**src/rtl/mux8_rr_arbiter.sv**
```systemverilog
// Round-robin arbiter/sequencer for the shared 8:1 result mux. It picks a source,
// steers the mux, captures the word and hands it downstream over valid/ready.
module mux8_rr_arbiter #(
    parameter int DW   = 32,
    parameter int NREQ = 8
) (
    input  logic            clk,
    input  logic            rst_n,
    input  logic [NREQ-1:0] req,
    input  logic [DW-1:0]   mux_res,
    output logic [2:0]      sel,
    output logic [NREQ-1:0] gnt,
    output logic [DW-1:0]   out_data,
    output logic [2:0]      out_src,
    output logic            out_valid,
    input  logic            out_ready,
    output logic            busy
);

    typedef enum logic [1:0] {
        IDLE,
        LOAD,
        HOLD
    } stateT;

    stateT      state;
    logic [2:0] ptr;
    logic [2:0] winIdx;

    // Scan ptr+1 .. ptr+8 (mod 8); the 3-bit wrap makes the last candidate ptr itself.
    always_comb begin
        logic [2:0] cand;
        logic       found;
        winIdx = ptr;
        cand   = '0;
        found  = 1'b0;
        for (int unsigned k = 1; k <= NREQ; k++) begin
            cand = ptr + 3'(k);
            if (!found && req[cand]) begin
                winIdx = cand;
                found  = 1'b1;
            end
        end
    end

    always_ff @(posedge clk) begin
        if (!rst_n) begin
            state     <= IDLE;
            sel       <= '0;
            gnt       <= '0;
            out_data  <= '0;
            out_src   <= '0;
            out_valid <= 1'b0;
            ptr       <= 3'd7;
        end else begin
            case (state)
                IDLE: begin
                    if (|req) begin
                        sel   <= winIdx;
                        gnt   <= NREQ'(1) << winIdx;
                        state <= LOAD;
                    end
                end
                LOAD: begin
                    out_data  <= mux_res;
                    out_src   <= sel;
                    out_valid <= 1'b1;
                    ptr       <= sel;
                    gnt       <= '0;
                    state     <= HOLD;
                end
                HOLD: begin
                    // winIdx already reflects the ptr updated on leaving LOAD
                    if (out_ready) begin
                        out_valid <= 1'b0;
                        if (|req) begin
                            sel   <= winIdx;
                            gnt   <= NREQ'(1) << winIdx;
                            state <= LOAD;
                        end else begin
                            state <= IDLE;
                        end
                    end
                end
                default: state <= IDLE;
            endcase
        end
    end

    assign busy = (state != IDLE);

endmodule

```
**config.mk**
```make
export PLATFORM = sky130hd
export DESIGN_NAME = mux8_rr_arbiter
export DESIGN_NICKNAME = d
export VERILOG_FILES = /design/src/rtl/mux8_rr_arbiter.sv
export SDC_FILE = /design/constraint.sdc
export NUM_CORES = 1
export LEC_CHECK = 0
export ABC_AREA = 1
export CELL_PAD_IN_SITES_DETAIL_PLACEMENT = 1
export CELL_PAD_IN_SITES_GLOBAL_PLACEMENT = 2
export CORE_MARGIN = 2
export CORE_UTILIZATION = 24
export CTS_CLUSTER_SIZE = 25
export DETAILED_ROUTE_END_ITERATION = 12
export MAX_ROUTING_LAYER = met4
export PLACE_DENSITY = 0.77
export SYNTH_ARGS = -nofsm -noshare
export SYNTH_HDL_FRONTEND = slang
export SYNTH_SLANG_ARGS = --single-unit
```
**constraint.sdc**
```tcl
create_clock -name clk -period 2.7 [get_ports clk]
set_input_delay 0.54 -clock clk [delete_from_list [all_inputs] [get_ports clk]]
set_output_delay 0.54 -clock clk [all_outputs]
set_load 0.02 [all_outputs]
```
# After elaboration in Yosys (flattened, before gate mapping)
# Index checks and enable logic that the tools add are counted.
[word_totals]
ff_bits = 52
latchBits = 0
ram_bits = 0
rom_bits = 0
input_bits = 43
out_inout_bits = 48
elab_cells = 94
memories = 0
[classes]
addsub = 7
multipliers = 0
div = 0
n_lt_le_gt_ge = 8
n_eq_ne = 4
n_shift = 1
n_mux = 43
n_bitwise = 0
reduce_logical = 24
[op_table]
columns = ["op", "count"]
rows = [
  ["< comparator 3 x 4 -> 1 bit, second input constant", 8],
  ["two-way mux 3 bit", 10],
  ["binary-select mux 1 bit (select 3 bit)", 8],
  ["one-hot mux 8 bit (3 select lines)", 1],
  ["two-way mux 1 bit", 17],
  ["two-way mux 8 bit", 2],
  ["adder 3 bit, second input constant", 4],
  ["AND reduction 2 bit", 4],
  ["OR reduction 8 bit", 1],
  ["<< shifter 1 x 3 -> 8 bit, first input constant", 1],
  ["logical AND 1 bit", 7],
  ["zero test 1 bit", 7],
  ["adder 3 x 2 -> 3 bit, second input constant", 2],
  ["one-hot mux 2 bit (3 select lines)", 1],
  ["one-hot mux 3 bit (2 select lines)", 1],
  ["nonzero test 2 bit", 3],
  ["two-way mux 2 bit", 2],
  ["!= test 2 bit, second input constant", 2],
  ["adder 3 x 1 -> 3 bit, second input constant", 1],
  ["nonzero test 3 bit", 1],
  ["== test 2 x 1 -> 1 bit, second input constant", 1],
  ["== test 2 bit, second input constant", 1],
  ["zero test 2 bit", 1],
  ["one-hot mux 1 bit (2 select lines)", 1],
]

# Logic depth before layout (Yosys ltp)
[logic_depth]
depth_word = 29
depth_mapped = 20
mapped_depth_nobuf = 19

# Worst setup path before layout
# OpenSTA, ideal clock, no wires.
[synth_path]
path_type = "register to register"
from = "register ptr[1]"
to = "register gnt[4]"
arrival_time_ps = 2224
slack_ps = 349
path_stages_with_launch = 20
path_buffers = 1
period_less_slack_ps = 2351
cell_sequence = "dfxtp_1 > buf_2 > inv_2 > ha_1 > inv_2 > nand3_1 > nand3_2 > nand2_2 > inv_2 > nand3_4 > nor2_8 > nand4_4 > nand2_1 > inv_2 > nand2_2 > nand2_1 > nand2_2 > nor2_1 > nor2_1 > nor2_1"
[synth_via]
elab_chain_len = 29
elab_cells_between_ends = 56
[synth_rtl]
columns = ["element", "line", "rtl"]
rows = [
  ["start, declared", "27", "logic [2:0] ptr;"],
  ["start signal, assigned", "68", "ptr <= sel;"],
  ["adder 3 x 1 -> 3 bit", "38", "cand = ptr + 3'(k);"],
  ["binary-select mux 1 bit (select 3 bit)", "39", "if (!found && req[cand]) begin"],
  ["two-way mux 1 bit (implied by the code)", "39", ""],
  ["two-way mux 1 bit", "39", ""],
  ["zero test 1 bit", "39", ""],
  ["logical AND 1 bit", "39", ""],
  ["two-way mux 1 bit", "39", ""],
  ["zero test 1 bit", "39", ""],
  ["[... 13 more ...]", "n/a", ""],
  ["two-way mux 1 bit", "39", ""],
  ["zero test 1 bit", "39", ""],
  ["logical AND 1 bit", "39", ""],
  ["two-way mux 3 bit *", "39", ""],
  ["<< shifter 1 x 3 -> 8 bit *", "60, 78", ""],
  ["two-way mux 8 bit *", "58, 76", ""],
  ["two-way mux 8 bit", "74", "if (out_ready) begin"],
  ["one-hot mux 8 bit (3 select lines) *", "56", "case (state)"],
  ["end signal, assigned", "60", "gnt <= NREQ'(1) << winIdx;"],
  ["end signal, assigned", "78", "gnt <= NREQ'(1) << winIdx;"],
  ["end, declared", "12", "output logic [NREQ-1:0] gnt,"],
]
# Every way passes the cells marked *; elsewhere a longest branch is shown, timed or not. The select of a mux whose other input is x is not followed.
# A chain may end at the register's enable or synchronous reset.

# Worst setup path after layout
[layout_path]
from = "register ptr[0]"
to = "register gnt[7]"
# The elaborated chain is that of the path after synthesis.

==> flow_metrics.tcl <==
set metrics [dict create \
    drc 0 \
    worst-r2r-setup-slack_ps 290 \
    ios 91 \
    ys_ff_latch 52 \
    place_area_um2 3750 \
    fillers 1336 \
    initial_core_util_pct 24.6 \
    placedCellCount 617 \
    grt_antenna_before_repair 0 \
    hpwl_mm 6.32 \
    synth_common_cells "nor2_1 (96), nand2_1 (69), dfxtp_1 (52)" \
    crit_required_ps 2890 \
    firstDrtPassIters 4 \
    postSynth.asyncResetShare_pct 0 \
    synth_area_um2 2680 \
    grt_overflow_total 0 \
    yosysUniqueCellTypes 31 \
    synthFlopType "dfxtp_1" \
    fin_util_pct 35.5 \
    routed_wl_mm 8.42 \
    die_h_um 110 \
    rows 38 \
    groute.usage.overall_pct 15.3 \
    synth_top_area_share_pct 38.8 \
    finalSetupViolCount 0 \
    fin_skew_ps 10.5 \
    pre_cts_ws_ps 44.4 \
    clockBufferDepth 2 \
    postLayoutCellArea_um2 3870 \
    grt_pass1_vias 2998 \
    root_buffer "clkbuf_8" \
    synth_edf_count 0 \
    vias_per_cell 4.52 \
    layout_min_cycle_time_ps 2410 \
    maxSlewHeadroom_pct 69.4 \
    report.power.total_mw 2.66 \
    cp-end-kind "flip-flop" \
    nNetsFinal 529 \
    finalMaxSlewViolations 0 \
    die_width_um 110 \
    vias 2822 \
    yosys-top-cells-area "dfxtp_1 (39%), nor2_1 (13%), nand2_1 (9.7%)" \
    synth_most_common_cell "nor2_1" \
    ant_nets 0 \
    dr.first_iter.drc_count 117 \
    path_clk_slew_ps 100 \
    ir_worst_vdd_mv 0.240 \
    final_hold_viol_count 0 \
    yosysWarnings 0 \
    cts_sinks 52 \
    area_growth_pct 44.3 \
    synth.avg_cell_area_um2 6.82 \
    rsz0062_at_grt "no" \
    gp_congestion 0.822 \
    antennaDiodeCount 0 \
    wire_per_inst_um 13.5 \
    die_area_um2 12000 \
    start_kind "flip-flop" \
    setup_slack_ps 291 \
    path_max_fanout 7 \
    numCtsBuffers 5 \
    cts_max_level 2 \
    path_common_cell "nand2_1" \
    seqCellArea_um2 1040 \
    grt_pass1_wl_mm 14.3 \
    multi_input_area_um2 1430 \
    tns_ps 0 \
    io_buffers 90 \
    holdWs_ps 469 \
    fin_crit_sh_pct 89.2 \
    max_stage_delay_ps 370 \
    drv_cap 0 \
    cts_tree "done" \
    layoutNonFillerInstCount 625 \
    crit_type "reg -> reg" \
    worst_pin_slew_ps 455 \
    insertion_delay_ps 310 \
    syn_inst 393 \
    cp_cell_sequence "inv_2, ha_2, inv_2, nand3_1, nand2_1, nand2_1, nand2_2, nand3_4, nor2_8, nand4_4, nand2_1, inv_2, nand2_2, nand2_1, nand2_2, nor2_1, nor2_1, nor2_1" \
    crit_arrival_ps 2600 \
    p_leak_nw 1.70 \
    outcome "finished, final reports clean" \
    core_um2 10900 \
    yosysSeqAreaShare_pct 38.8 \
    crit_path_top_delay_cell "dfxtp_1" \
    p_per_area_nw_per_um2 688 \
    hold_class "reg -> reg" \
    synth_nets 438 \
    fmax_ghz 0.415 \
    drive_gt1_share_pct 12.2 \
    grt_max_degree 36 \
    synth_top_area_cell "dfxtp_1" \
]
[final cells by class]
class / instances / area share, %
Sequential cell: 52 / 26.9
Tap cell: 140 / 4.53
Clock inverter: 3 / 1.20
Clock buffer: 5 / 1.78
Multi-Input combinational cell: 290 / 36.9
Timing Repair Buffer: 100 / 25.2
Inverter: 35 / 3.40
[final timing paths]
path,startpoint,endpoint,depth (start not counted)
max reg2reg,ptr[0],gnt[7],18
min,out_src[2],out_src[2],2
min reg2reg,out_src[2],out_src[2],2
max,ptr[0],gnt[7],18
[layout by cell type (no fill, tap or decap), types with 2 or more instances in the layout]
master and instances:
a21oi_1 7, buf_4 10, clkbuf_8 5, clkdlybuf4s50_1 90
dfxtp_1 52, inv_1 22, inv_2 12, nand2_1 69
nand2_2 13, nand3_1 39, nand3_2 5, nand4_1 4
nor2_1 95, nor4_1 2, o211ai_1 5, o21ai_0 35
[flip-flops by register name, indices dropped and copies added (netlist names)]
name / flops
gnt: 8
ptr: 3
out_src: 3
state: 2
sel: 3
out_data: 32
out_valid: 1
[critical path, delay by kind of cell, from the launching register on]
| kind | cells | cell delay [ps] |
|---|---|---|
| flops | 1 | 370 |
| buf+inv | 3 | 230 |
| simple gates | 14 | 1340 |
| fa+ha+maj | 1 | 360 |
[where the power goes]
| part | internal (mW) | switching [mW] |
|---|---|---|
| clock | 0.282 | 0.286 |
| sequential | 0.865 | 0.0596 |
| combinational | 0.455 | 0.712 |
| total | 1.60 | 1.06 |
[metal layers]
layer / track usage [%] / part of all wire, %
met1: 18.7 / 46
met2: 24.6 / 45
met3: 5.69 / 8.0
met4: 2.53 / 0.43
met5: - / 0
[cells by family (layout without fill, tap and decap cells)]
| kind of cell | count (synthesis) | in the layout | synth area share, % |
|---|---|---|---|
| fa+ha+maj | 2 | 2 | 0.934 |
| simple gates | 233 | 233 | 39.5 |
| flops | 52 | 52 | 38.8 |
| xor+xnor | 3 | 3 | 1.96 |
| compound gates | 52 | 52 | 10.7 |
| buf+inv | 51 | 143 | 8.03 |
[what timing repair did]
| action | CTS | global route |
|---|---|---|
| endpoints found under the setup margin | 0 | 8 |
| resized for setup | 0 | 1 |
| hold buffers | 0 | 0 |
| buffers inserted | 0 | 0 |
No activity file was read; power rests on OpenSTA's default activity.
